<file path="src/rtl/mem_arbiter.sv">
// ---------------------------------------------------------------------------
// mem_arbiter
//   Two-requester (CPU, DMA) round-robin arbiter in front of a single memory
//   port with a fixed access latency of MEM_LAT cycles.
//
//   Each transaction runs IDLE -> ACCESS (MEM_LAT cycles) -> RESP (1 cycle).
//   The winner's we/addr/wdata are latched when IDLE is left, so later
//   changes on either requester's inputs cannot disturb the access. Read
//   data is captured in the final ACCESS cycle into the winner's own rdata
//   register and held there until that requester's next read completes.
//
// Ports
//   clk, reset               clock; asynchronous active-low reset
//   cpu_req/we/addr/wdata    CPU request side (req held until cpu_ack)
//   cpu_rdata, cpu_ack       CPU registered read data, one-cycle ack pulse
//   dma_*                    identical port set for the DMA requester
//   mem_en/we/addr/wdata     memory command, valid only during ACCESS
//   mem_rdata                memory read data, valid in final ACCESS cycle
//   grant                    current owner: 00 none, 01 CPU, 10 DMA
//   busy                     high during ACCESS and RESP
// ---------------------------------------------------------------------------
module mem_arbiter #(
    parameter int WIDTH   = 32,
    parameter int MEM_LAT = 2
) (
    input  logic             clk,
    input  logic             reset,
    input  logic             cpu_req,
    input  logic             cpu_we,
    input  logic [WIDTH-1:0] cpu_addr,
    input  logic [WIDTH-1:0] cpu_wdata,
    output logic [WIDTH-1:0] cpu_rdata,
    output logic             cpu_ack,
    input  logic             dma_req,
    input  logic             dma_we,
    input  logic [WIDTH-1:0] dma_addr,
    input  logic [WIDTH-1:0] dma_wdata,
    output logic [WIDTH-1:0] dma_rdata,
    output logic             dma_ack,
    output logic             mem_en,
    output logic             mem_we,
    output logic [WIDTH-1:0] mem_addr,
    output logic [WIDTH-1:0] mem_wdata,
    input  logic [WIDTH-1:0] mem_rdata,
    output logic [1:0]       grant,
    output logic             busy
);

    typedef enum logic [1:0] {
        IDLE   = 2'd0,
        ACCESS = 2'd1,
        RESP   = 2'd2
    } state_t;

    // The counter counts down to 0, so it is loaded with one less than the
    // number of ACCESS cycles.
    localparam logic [3:0] LAT_LOAD = 4'(MEM_LAT - 1);

    state_t           state_q, state_d;
    logic [3:0]       cnt_q, cnt_d;
    logic             lastDma_q, lastDma_d;
    logic             ownerDma_q, ownerDma_d;
    logic             we_q, we_d;
    logic [WIDTH-1:0] addr_q, addr_d;
    logic [WIDTH-1:0] wdata_q, wdata_d;
    logic [1:0]       grant_q, grant_d;
    logic [WIDTH-1:0] cpuRdata_q, cpuRdata_d;
    logic [WIDTH-1:0] dmaRdata_q, dmaRdata_d;
    logic             cpuWins;

    // The CPU wins when it is alone, or in a conflict when the DMA was the
    // last one served. lastDma_q resets to 1 so the CPU takes the first
    // conflict after reset.
    assign cpuWins = cpu_req && (!dma_req || lastDma_q);

    always_ff @(posedge clk or negedge reset) begin
        if (!reset) begin
            state_q    <= IDLE;
            cnt_q      <= 4'd0;
            lastDma_q  <= 1'b1;
            ownerDma_q <= 1'b0;
            we_q       <= 1'b0;
            addr_q     <= '0;
            wdata_q    <= '0;
            grant_q    <= 2'b00;
            cpuRdata_q <= '0;
            dmaRdata_q <= '0;
        end else begin
            state_q    <= state_d;
            cnt_q      <= cnt_d;
            lastDma_q  <= lastDma_d;
            ownerDma_q <= ownerDma_d;
            we_q       <= we_d;
            addr_q     <= addr_d;
            wdata_q    <= wdata_d;
            grant_q    <= grant_d;
            cpuRdata_q <= cpuRdata_d;
            dmaRdata_q <= dmaRdata_d;
        end
    end

    always_comb begin
        state_d    = state_q;
        cnt_d      = cnt_q;
        lastDma_d  = lastDma_q;
        ownerDma_d = ownerDma_q;
        we_d       = we_q;
        addr_d     = addr_q;
        wdata_d    = wdata_q;
        grant_d    = grant_q;
        cpuRdata_d = cpuRdata_q;
        dmaRdata_d = dmaRdata_q;

        case (state_q)
            IDLE: begin
                if (cpu_req || dma_req) begin
                    state_d = ACCESS;
                    cnt_d   = LAT_LOAD;
                    if (cpuWins) begin
                        ownerDma_d = 1'b0;
                        we_d       = cpu_we;
                        addr_d     = cpu_addr;
                        wdata_d    = cpu_wdata;
                        grant_d    = 2'b01;
                    end else begin
                        ownerDma_d = 1'b1;
                        we_d       = dma_we;
                        addr_d     = dma_addr;
                        wdata_d    = dma_wdata;
                        grant_d    = 2'b10;
                    end
                end
            end
            ACCESS: begin
                if (cnt_q == 4'd0) begin
                    // Final access cycle: memory read data is valid now.
                    state_d   = RESP;
                    lastDma_d = ownerDma_q;
                    if (!we_q) begin
                        if (ownerDma_q) begin
                            dmaRdata_d = mem_rdata;
                        end else begin
                            cpuRdata_d = mem_rdata;
                        end
                    end
                end else begin
                    cnt_d = cnt_q - 4'd1;
                end
            end
            RESP: begin
                state_d = IDLE;
                grant_d = 2'b00;
            end
            default: begin
                state_d = IDLE;
                grant_d = 2'b00;
            end
        endcase
    end

    assign mem_en    = (state_q == ACCESS);
    assign mem_we    = mem_en && we_q;
    assign mem_addr  = addr_q;
    assign mem_wdata = wdata_q;
    assign cpu_ack   = (state_q == RESP) && !ownerDma_q;
    assign dma_ack   = (state_q == RESP) && ownerDma_q;
    assign busy      = (state_q == ACCESS) || (state_q == RESP);
    assign grant     = grant_q;
    assign cpu_rdata = cpuRdata_q;
    assign dma_rdata = dmaRdata_q;

endmodule

</file>
<file path="config.mk">
export PLATFORM = sky130hd
export DESIGN_NAME = mem_arbiter
export DESIGN_NICKNAME = d
export VERILOG_FILES = /design/src/rtl/mem_arbiter.sv
export SDC_FILE = /design/constraint.sdc
export NUM_CORES = 1
export LEC_CHECK = 0
export ABC_CLOCK_PERIOD_IN_PS = 4600
export CORE_ASPECT_RATIO = 1.25
export CORE_UTILIZATION = 43
export CTS_CLUSTER_DIAMETER = 150
export DETAILED_ROUTE_END_ITERATION = 8
export PLACE_DENSITY = 0.86
export SLEW_MARGIN = 20
export SYNTH_ARGS = -nofsm -noshare
export SYNTH_HDL_FRONTEND = slang
export SYNTH_SLANG_ARGS = --single-unit
</file>
<file path="constraint.sdc">
create_clock -name clk -period 4.6 [get_ports clk]
set_input_delay 0.92 -clock clk [delete_from_list [all_inputs] [get_ports clk]]
set_output_delay 0.92 -clock clk [all_outputs]
set_load 0.01 [all_outputs]
</file>
# [Word-level counts from Yosys, hierarchy flattened]
# Index checks and enable logic that the tools add are counted.
[op_classes] n_eq_ne=5 n_reduce_logical=19 shift=0 addsub=1 n_bitwise=3 muxes=13 magnitude_cmp=0 multipliers=0 div_mod_pow=0
[op_table] op="$mux W32" count=2
[op_table] op="$mux W2" count=4
[op_table] op="$mux W4" count=2
[op_table] op="$pmux W2 S2" count=2
[op_table] op="$pmux W4 S2" count=1
[op_table] op="$reduce_and A2 Y1" count=4
[op_table] op="$reduce_and A4 Y1" count=2
[op_table] op="$logic_and A1 B1 Y1" count=4
[op_table] op="$logic_not A4 Y1" count=1
[op_table] op="$ne A2 B2 Y1 const B" count=2
[op_table] op="$sub A4 B1 Y4 const B" count=1
[op_table] op="$logic_or A1 B1 Y1" count=3
[op_table] op="$not A1 Y1" count=3
[op_table] op="$reduce_and A3 Y1" count=1
[op_table] op="$eq A2 B1 Y1 const B" count=1
[op_table] op="$eq A2 B2 Y1 const B" count=1
[op_table] op="$logic_not A1 Y1" count=2
[op_table] op="$logic_not A2 Y1" count=1
[op_table] op="$mux W1" count=2
[op_table] op="$ne A2 B1 Y1 const B" count=1
[op_table] op="$reduce_bool A2 Y1" count=1
[word_totals] ram_bits=0 elab_cells=51 latchBits=0 in_bits=166 regBits=139 mem_count=0 romBits=0

# [Logic depth before layout (Yosys ltp)]
# Gate-level depths: netlist (run 1).
[depth] depth_word=6 mapped_depth=8

# [Worst setup path before layout (run 1)]
# OpenSTA, ideal clock, no wires.
[synth_timing] path_kind="register to register" from="register state_q[1]" to="register dmaRdata_q[10], in the netlist dma_rdata[10]" setup_slack_ns=2.601 arrival_time_ns=1.874 setup_ns=0.125 path_stages_with_launch=9 synth_period_minus_slack_ns=1.999 path_cell_list="dfrtp_1 inv_1 ha_1 buf_4 nand4bb_4 or3_1 buf_2 buf_6 mux2_4"
[synth_between] elab_chain_cells=2
[synth_rtl] item="start: declaration" line="59" rtl="state_t state_q, state_d;"
[synth_rtl] item="start signal: assignment" line="89" rtl="state_q <= state_d;"
[synth_rtl] item="$eq A2 B1 Y1"
[synth_rtl] item="via mem_en" line="40" rtl="output logic mem_en,"
[synth_rtl] item="$reduce_and A4 Y1 (no source line)"
[synth_rtl] item="end signal: assignment" line="98" rtl="dmaRdata_q <= dmaRdata_d;"
[synth_rtl] item="end: declaration" line="68" rtl="logic [WIDTH-1:0] dmaRdata_q, dmaRdata_d;"
# The timed path passes the listed nets, and every way through them passes these cells.
# A chain may end at the register's enable or synchronous reset.

# [Final worst setup path (run 1)]
[layout_timing] from="register state_q[1]" to="output mem_we"
[layout_between] elab_chain_cells=2
[layout_rtl] item="$eq A2 B1 Y1" line="161" rtl="assign mem_en = (state_q == ACCESS);"
[layout_rtl] item="$logic_and A1 B1 Y1" line="162" rtl="assign mem_we = mem_en && we_q;"
[layout_rtl] item="end: declaration" line="41" rtl="output logic mem_we,"
# Every way passes these cells.

==> impl_table.tex, run 1 <==
\begin{tabular}{lr}
\hline
Metric & Value \\
\hline
\multicolumn{2}{l}{\textbf{Yosys}} \\
Biggest area contributors in the synthesized netlist & sky130\_fd\_sc\_hd\_\_dfrtp\_1 58\%, sky130\_fd\_sc\_hd\_\_a221o\_1 11\%, sky130\_fd\_sc\_hd\_\_mux2\_4 7.6\% \\
Parity-gate share of the synthesized area counting xor and xnor cells & 0 \\
Top flip-flop cell by instance count after synthesis & sky130\_fd\_sc\_hd\_\_dfrtp\_1 \\
Top-area cell type share of the netlist area & 0.585 \\
Complex-gate fraction of the synthesized area & 0.132 \\
Most instantiated library cell after synthesis & sky130\_fd\_sc\_hd\_\_dfrtp\_1 \\
Leading post-synthesis cells by instance count & 138 x sky130\_fd\_sc\_hd\_\_dfrtp\_1, 65 x sky130\_fd\_sc\_hd\_\_a221o\_1, 40 x sky130\_fd\_sc\_hd\_\_and2\_1 \\
Post-Syn Instances & 418 \\
Sequential cell area fraction in the yosys report & 0.589 \\
Area of the mapped netlist & 0.00591 mm\^{}2 \\
Count of flip-flops with a built-in enable after synthesis & 0 \\
Adder-cell share of the synthesized area & 0.0127 \\
Syn Nets & 590 \\
Unique masters post-synth & 36 \\
Average cell area after synthesis & 14.1 um\^{}2 \\
Async set or reset register ratio after synthesis & 1.00 \\
Largest area contributor in the netlist & sky130\_fd\_sc\_hd\_\_dfrtp\_1 \\
Simple-gate portion of the synthesized area & 0.0934 \\
Largest family of logic cells by synthesized area & multiplexers \\
Yosys synthesis warning count & 0 \\
Number of storage elements in the synthesis netlist & 139 \\
Multiplexer fraction of the synthesized cell area & 0.143 \\
\multicolumn{2}{l}{\textbf{Power and ir drop}} \\
VDD IR max & 0.304 mV \\
Final Power & 6.50 mW \\
Areal power density over the cells & 672 mW/mm\^{}2 \\
Leakage power total & 4.18 nW \\
\multicolumn{2}{l}{\textbf{STA}} \\
Fin. Hold Viols & 0 \\
Relative max-transition margin & 0.270 \\
Highest clock rate & 336 MHz \\
Final critical delay including setup and external delays & 2980 ps \\
Final max-slew violation count & 0 \\
Clock skew & 10.5 ps \\
Portion of the clock cycle consumed by the worst path in the final layout & 0.647 \\
Setup TNS & 0 ps \\
RSZ-0062 raised after global routing & no \\
Number of failing setup endpoints in the final timing report & 0 \\
Setup slack after layout & 1620 ps \\
Actual slew at the worst max-slew pin & 1100 ps \\
\multicolumn{2}{l}{\textbf{Die}} \\
\# rows & 47 \\
Die span in y & 133 um \\
Boundary Pins & 301 \\
Die outline area & 0.0142 mm\^{}2 \\
Area of the core & 0.0133 mm\^{}2 \\
Starting utilization of the core area & 0.442 \\
Die extent in x & 107 um \\
\multicolumn{2}{l}{\textbf{Layout}} \\
Multi-input gate area & 0.00229 mm\^{}2 \\
Sequential cell area in the final layout & 0.00348 mm\^{}2 \\
Net count, final & 885 \\
Diode insertion count for antenna repair & 0 \\
Layout filler cell count & 881 \\
Layout-stage area growth over the synthesis result & 63.6\% \\
Fraction of layout instances using a drive strength above 1 & 0.154 \\
\multicolumn{2}{l}{\textbf{Worst setup path}} \\
Crit Reg-Reg Endpoint & dma\_rdata[20] \\
Critical path peak fanout & 10 \\
Crit path to & mem\_we \\
Endpoint kind of the worst setup timing path & output port \\
Critical path startpoint & state\_q[1] \\
Worst Setup Start Kind & flip-flop \\
Setup slack of the most critical reg-to-reg path & 1980 ps \\
Worst Path Class, Setup & flip-flop to output port \\
R2r worst-path depth & 5 \\
Arrival time of data at the critical path endpoint & 2060 ps \\
Crit Reg-Reg Startpoint & state\_q[1] \\
CP Data Required Time & 3680 ps \\
\multicolumn{2}{l}{\textbf{CTS}} \\
Resized Gates After CTS & 0 \\
Clock latency of the later-clocked register in the worst-skew pair & 420 ps \\
H-tree levels & 4 \\
Clock-pin slew on the worst setup and hold paths & 60 ps \\
Clk Tree Root Cell & sky130\_fd\_sc\_hd\_\_clkbuf\_16 \\
CTS Sinks & 139 \\
Number of setup buffers added after CTS & 0 \\
CTS Buf Count & 17 \\
Clock Path Buffers & 2 \\
Clock tree from TritonCTS & done \\
Quantity of hold-fixing buffers added after cts & 0 \\
\multicolumn{2}{l}{\textbf{GRT}} \\
Combined global-route utilization of all metal layers & 0.260 \\
Number of global-route vias before repair & 5288 \\
First-pass GRT wire length & 27.9 mm \\
Overall overflow remaining after global route & 0 \\
Number of antenna violations at the first check in global routing & 0 \\
Largest net degree at the start of global routing & 69 \\
\multicolumn{2}{l}{\textbf{Route}} \\
Drt first-iter violations & 176 \\
Routed vias/inst & 5.40 \\
Antenna Violating Nets Remaining & 0 \\
Routed WL per cell & 20.2 um \\
Wire length after detailed routing & 18.1 mm \\
Vias & 4840 \\
Drt drc & 0 \\
Router iterations before antenna repair & 4 \\
\multicolumn{2}{l}{\textbf{Placement}} \\
Placed wire-length estimate & 13.2 mm \\
Worst-case setup slack after placement & 1490 ps \\
Buffers added on ports & 300 \\
RePlAce Congestion & 0.819 \\
\multicolumn{2}{l}{\textbf{Run}} \\
Max-Cap Viols & 0 \\
\multicolumn{2}{l}{\textbf{Min path}} \\
Hold Crit Class & flip-flop to flip-flop \\
\multicolumn{2}{l}{\textbf{Run status}} \\
Run status & complete, no violations \\
\hline
\end{tabular}
power by group:
group,switching (mW),internal (mW)
Clock,0.555,0.826
Combinational,1.18,1.79
Sequential,0.355,1.79
Total,2.09,4.41
critical path, cell delays in order, from the launching register on:
cell and delay [ps]:
sky130_fd_sc_hd__dfrtp_1 400, sky130_fd_sc_hd__inv_1 100, sky130_fd_sc_hd__ha_1 390, sky130_fd_sc_hd__and2_1 200, sky130_fd_sc_hd__clkdlybuf4s50_1 550
logic make-up after synthesis:
family / count (synthesis)
simple gates: 85
compound gates: 85
buf+inv: 38
mux: 65
fa+ha+maj: 6
flops: 139
final cells by class:
type / instances / share of cell area
clock buffers: 18 / 0.0455
repair buffers: 306 / 0.316
well taps: 171 / 0.0221
clock inverters: 14 / 0.0164
flip-flops and latches: 139 / 0.360
multi-input cells: 241 / 0.237
inverters: 8 / 0.00311
placed cells by master (no fill, tap or decap), types with 8 or more instances in the layout:
master,Yosys,final
sky130_fd_sc_hd__dfrtp_1,138,138
sky130_fd_sc_hd__clkdlybuf4s50_1,0,299
sky130_fd_sc_hd__and2_1,40,40
sky130_fd_sc_hd__and2_0,27,27
sky130_fd_sc_hd__mux2_4,30,30
sky130_fd_sc_hd__a221o_1,65,65
sky130_fd_sc_hd__mux2_2,33,33
sky130_fd_sc_hd__clkbuf_16,0,17
sky130_fd_sc_hd__inv_1,8,8
routing by layer:
metal / GRT usage / vias to the layer above / wire length [um]
li1: - / 2147 / -
met1: 0.285 / 2391 / 6740
met2: 0.454 / 260 / 9320
met3: 0.0778 / 42 / 1440
met4: 0.127 / 0 / 625
met5: 0 / - / 0
registers in the layout (all words and copies together), names as in the netlist:
signal and cells:
cpu_rdata 32, dma_rdata 32, mem_addr 32, mem_wdata 32, cnt_q 4, grant 2
state_q 2, lastDma_q 1, ownerDma_q 1, we_q 1
per-stage QoR:
step | cells | hold slack (ps) | utilization | cell area (um^2)
after floorplan | 418 | 465 | - | 5910
after global placement | 865 | 475 | 0.679 | 9060
after detailed placement | 865 | 484 | 0.679 | 9060
after CTS | 897 | 498 | 0.724 | 9660
after global routing | 897 | 512 | 0.724 | 9660
final | 897 | 491 | 0.724 | 9660
worst min path at each step:
stage,start,to,slack (ps),depth (start not counted)
after floorplan,lastDma_q,lastDma_q,470,2
after global placement,cpu_rdata[4],cpu_rdata[4],480,1
after detailed placement,cpu_rdata[4],cpu_rdata[4],480,1
after CTS,cpu_rdata[4],cpu_rdata[4],500,1
after global routing,grant[0],grant[0],510,1
final,cpu_rdata[4],cpu_rdata[4],490,1
Note: power is estimated with default switching activity, not from simulation.
==> inputs of run 2 (changes only) <==
ABC_CLOCK_PERIOD_IN_PS = 3000   (was 4600)
CORE_UTILIZATION = 40   (was 43)
PLACE_DENSITY = 0.8   (was 0.86)
clock period = 3 ns   (was 4.6 ns; I/O delays follow)
==> run 2 against run 1 <==
Global-route usage decreased by 3.2 points. Total power increased by 56%. Critical endpoint unchanged. Hold slack got worse by 320 ps. Combinational power increased by 53%. Final cell count increased by 1.1%. Largest cell class unchanged. Routed wire length decreased by 4.0%. Clock power increased by 66%.
==> impl_table.tex, run 2 (synthesis results as in run 1) <==
\begin{tabular}{lr}
\hline
Metric & Value \\
\hline
\multicolumn{2}{l}{\textbf{Worst setup path}} \\
Cell-by-cell listing of the critical path & inv\_1 > ha\_1 > and2\_1 > clkdlybuf4s50\_1 \\
Worst Setup Start Kind & flip-flop \\
Setup slack of the most critical reg-to-reg path & 650 ps \\
Slowest Stage Delay on Critical Path & 560 ps \\
Slowest CP cell & sky130\_fd\_sc\_hd\_\_clkdlybuf4s50\_1 \\
Worst Path Class, Setup & flip-flop to output port \\
CP Data Required Time & 2400 ps \\
Worst path buffer plus inverter count & 2 \\
R2r worst-path depth & 6 \\
Arrival time of data at the critical path endpoint & 2050 ps \\
Endpoint kind of the worst setup timing path & output port \\
Worst path depth & 4 \\
Critical path peak fanout & 10 \\
Largest delay share family, worst path & buffers and inverters \\
\multicolumn{2}{l}{\textbf{Die}} \\
Boundary Pins & 301 \\
\# rows & 49 \\
Area of the core & 0.0144 mm\^{}2 \\
Die span in y & 138 um \\
Die outline area & 0.0153 mm\^{}2 \\
Die extent in x & 111 um \\
Starting utilization of the core area & 0.410 \\
\multicolumn{2}{l}{\textbf{Placement}} \\
Post-Place Cell Area & 0.00911 mm\^{}2 \\
RePlAce Congestion & 0.779 \\
Placed wire-length estimate & 12.7 mm \\
Buffers added on ports & 300 \\
Number of placed instances, taps included & 876 \\
\multicolumn{2}{l}{\textbf{Layout}} \\
Net count, final & 889 \\
Diode insertion count for antenna repair & 0 \\
Most used cells in the layout excluding fill and tap cells & 299 x sky130\_fd\_sc\_hd\_\_clkdlybuf4s50\_1, 138 x sky130\_fd\_sc\_hd\_\_dfrtp\_1, 65 x sky130\_fd\_sc\_hd\_\_a221o\_1, 40 x sky130\_fd\_sc\_hd\_\_and2\_1, 33 x sky130\_fd\_sc\_hd\_\_mux2\_2 \\
Most common library cell in the layout ignoring fill and taps & sky130\_fd\_sc\_hd\_\_clkdlybuf4s50\_1 \\
Cell area after layout & 0.00976 mm\^{}2 \\
Fraction of layout instances using a drive strength above 1 & 0.156 \\
Layout-stage area growth over the synthesis result & 65.3\% \\
Non-filler cells in the finished layout & 907 \\
\multicolumn{2}{l}{\textbf{Route}} \\
Routed WL per cell & 19.2 um \\
Vias & 4793 \\
Routed vias/inst & 5.28 \\
Wire length after detailed routing & 17.4 mm \\
Router iterations before antenna repair & 4 \\
Antenna Violating Nets Remaining & 0 \\
Drt first-iter violations & 212 \\
Drt drc & 0 \\
\multicolumn{2}{l}{\textbf{STA}} \\
Number of failing setup endpoints in the final timing report & 0 \\
Portion of the clock cycle consumed by the worst path in the final layout & 0.883 \\
Fin. Hold Viols & 0 \\
Final critical delay including setup and external delays & 2650 ps \\
RSZ-0062 raised after global routing & no \\
Clock skew & 7.51 ps \\
Final max-slew violation count & 0 \\
Setup TNS & 0 ps \\
Actual slew at the worst max-slew pin & 633 ps \\
Highest clock rate & 377 MHz \\
Relative max-transition margin & 0.578 \\
\multicolumn{2}{l}{\textbf{Run}} \\
Max-Cap Viols & 0 \\
\multicolumn{2}{l}{\textbf{CTS}} \\
Resized Gates After CTS & 0 \\
Quantity of hold-fixing buffers added after cts & 0 \\
CTS Sinks & 139 \\
CTS Buf Count & 17 \\
Number of setup buffers added after CTS & 0 \\
Clk Tree Root Cell & sky130\_fd\_sc\_hd\_\_clkbuf\_16 \\
Clock latency of the later-clocked register in the worst-skew pair & 410 ps \\
Clock-pin slew on the worst setup and hold paths & 60 ps \\
Clock Path Buffers & 2 \\
H-tree levels & 4 \\
Clock tree from TritonCTS & done \\
\multicolumn{2}{l}{\textbf{Power and ir drop}} \\
VDD IR max & 0.688 mV \\
P\_sw & 3.08 mW \\
Reg power frac & 0.324 \\
Leakage power total & 4.22 nW \\
Areal power density over the cells & 1040 mW/mm\^{}2 \\
Gate power share & 0.449 \\
Proportion of total power due to net switching & 0.305 \\
Power share of the clock group & 0.227 \\
Internal Dissipation & 7.02 mW \\
\multicolumn{2}{l}{\textbf{GRT}} \\
First-pass GRT wire length & 26.8 mm \\
Number of global-route vias before repair & 5008 \\
Largest net degree at the start of global routing & 67 \\
Combined global-route utilization of all metal layers & 0.228 \\
Number of antenna violations at the first check in global routing & 0 \\
Overall overflow remaining after global route & 0 \\
\multicolumn{2}{l}{\textbf{Min path}} \\
Hold Crit Class & primary input to asynchronous set/reset pin \\
\multicolumn{2}{l}{\textbf{Run status}} \\
Run status & complete, no violations \\
\hline
\end{tabular}
run 2: cell types whose count changed in the layout (fill, tap and decap cells not counted), sizes merged:
cell / change
clkinv: -2
buf: +4
clkbuf: +2
bufinv: +3
inv: -4
run 2: through the flow:
step,power [mW],utilization,hold slack (ps),setup WS (ps)
floorplan,5.36,-,304,1000
global placement,7.67,0.633,473,764
detailed placement,7.83,0.633,492,671
CTS,10.2,0.678,191,338
global route,10.6,0.678,205,239
finish,10.1,0.678,173,350
run 2: layout make-up:
type | count | area (um^2)
Fill cell | 1062 | 4650
Multi-Input combinational cell | 241 | 2290
Clock inverter | 11 | 190
Tap cell | 178 | 223
Clock buffer | 20 | 457
Sequential cell | 139 | 3480
Timing Repair Buffer | 310 | 3090
Inverter | 8 | 30.0
run 2: worst register-to-register path, delay by kind of cell (launching register included):
family	cells	cell delay, ps
and+or+nand+nor	2	620
muxes	1	400
DFF	1	390
buffers and inverters	2	430
adders and majority gates	1	390
run 2: power groups by stage:
| stage | clock (mW) | sequential [mW] | combinational, mW |
|---|---|---|---|
| floorplan | 0 | 3.58 | 1.78 |
| global placement | 0 | 3.25 | 4.42 |
| detailed placement | 0 | 3.27 | 4.57 |
| CTS | 2.34 | 3.28 | 4.58 |
| global route | 2.41 | 3.39 | 4.83 |
| finish | 2.29 | 3.27 | 4.54 |
run 2: path summary, 6_finish.rpt:
kind | to | start
setup / recovery | mem_we | state_q[1]
hold / removal | dma_rdata[10] | reset
setup reg to reg | dma_rdata[27] | state_q[1]
hold reg to reg | cpu_rdata[5] | cpu_rdata[5]
max in group asynchronous | mem_addr[5] | reset
min in group clk | cpu_rdata[5] | cpu_rdata[5]
run 2: per-layer routing:
metal  part of all wire  vias up  GRT usage  routed length [um]
li1                   -     2149          -                   -
met1               0.38     2388      0.256                6590
met2               0.53      232      0.409                9220
met3              0.068       24     0.0669                1180
met4              0.023        0     0.0881                 403
met5                  0        -          0                   0
==> RTL change: new RTL, config.mk and constraints of run 1 <==
Encoding of `state_t`: now one-hot (3 bits for 3 states).
--- a/src/rtl/mem_arbiter.sv
+++ b/src/rtl/mem_arbiter.sv
@@ -47,8 +47,8 @@
 );
 
-    typedef enum logic [1:0] {
-        IDLE   = 2'd0,
-        ACCESS = 2'd1,
-        RESP   = 2'd2
+    typedef enum logic [2:0] {
+        IDLE   = 3'b001,
+        ACCESS = 3'b010,
+        RESP   = 3'b100
     } state_t;
 
Function: same outputs for any inputs over 4 cycles, from zero or initial values and one cycle with reset low; so few cycles prove little.
==> RTL change against run 1 <==
Fmax shrank 2.1%; synthesized cell count shrank 1.2%; design area shrank 1.1%; routed wire length shrank 2.0%; count of clock-buffer cells in the layout is the same; worst setup slack lost 0.065 ns; global-route usage shrank 0.61 points; total power shrank 0.12%; sequential power grew 4%; hold slack lost 0.0045 ns; largest cell class unchanged; area after synthesis shrank 0.80%; register-to-register slack gained 0.09 ns; critical endpoint unchanged; sequential cell count grew 1.
==> RTL change: results <==
INSERT INTO impl_metrics (metric_group, metric, value, unit) VALUES
('global_route', 'global_route_wire_length_before_repair', '27430', 'um'),
('yosys', 'syn_avg_cell_area', '14.19', 'um^2'),
('pwr', 'leakage', '3.946', 'nW'),
('layout', 'final_nets', '869', ''),
('yosys', 'synth_common_cells', 'dfrtp_1, a21boi_0, a221o_1', ''),
('yosys', 'synth_seq_area_share', '59.83', '%'),
('status', 'status', 'complete, no violations', ''),
('global_route', 'groute.layer.met2.usage', '44.44', '%'),
('global_route', 'track_usage', '25.41', '%'),
('layout', 'fillCellCount', '915', ''),
('placed_design', 'place.detailed.instances', '853', ''),
('routing', 'drt-met1-wl', '6522', 'um'),
('worst_setup_path', 'cp_top_family', 'simple AND/OR/NAND/NOR gates', ''),
('yosys', 'netlist_top_cells_area', 'dfrtp_1, a221o_1, a21boi_0', ''),
('placed_design', 'pre_cts_ws', '1.572', 'ns'),
('placed_design', 'placed_cell_area', '0.008956', 'mm^2'),
('global_route', 'first_global_vias', '5240', ''),
('pwr', 'irDropWorstVdd', '0.0003144', 'V'),
('pwr', 'sequentialPowerShare', '34.4', '%'),
('layout', 'layout.cells.non_filler', '885', '');
## RTL change: changes by cell type after synthesis, sizes merged, moves of 3 or more
cell / before / now
and2: 67 / 1
a21boi: 0 / 65
buf: 15 / 20
inv: 8 / 3
o21ai: 5 / 0
ha: 6 / 2
a31oi: 3 / 0
and3: 0 / 3
## RTL change: worst min path at each step
stage                         from  endpoint  slack (ns)
after floorplan           cnt_q[1]  cnt_q[1]        0.48
after global placement    grant[0]  grant[0]        0.46
after detailed placement  grant[0]  grant[0]        0.47
after CTS                 grant[1]  grant[1]        0.49
after global routing      grant[1]  grant[1]        0.50
final                     grant[1]  grant[1]        0.49
## RTL change: final cells by class
| cell class | instances | area share, % |
|---|---|---|
| Timing Repair Buffer | 305 | 31.83 |
| Sequential cell | 140 | 36.68 |
| Multi-Input combinational cell | 234 | 22.89 |
| Tap cell | 171 | 2.239 |
| Clock buffer | 18 | 4.595 |
| Inverter | 3 | 0.1178 |
| Clock inverter | 14 | 1.650 |
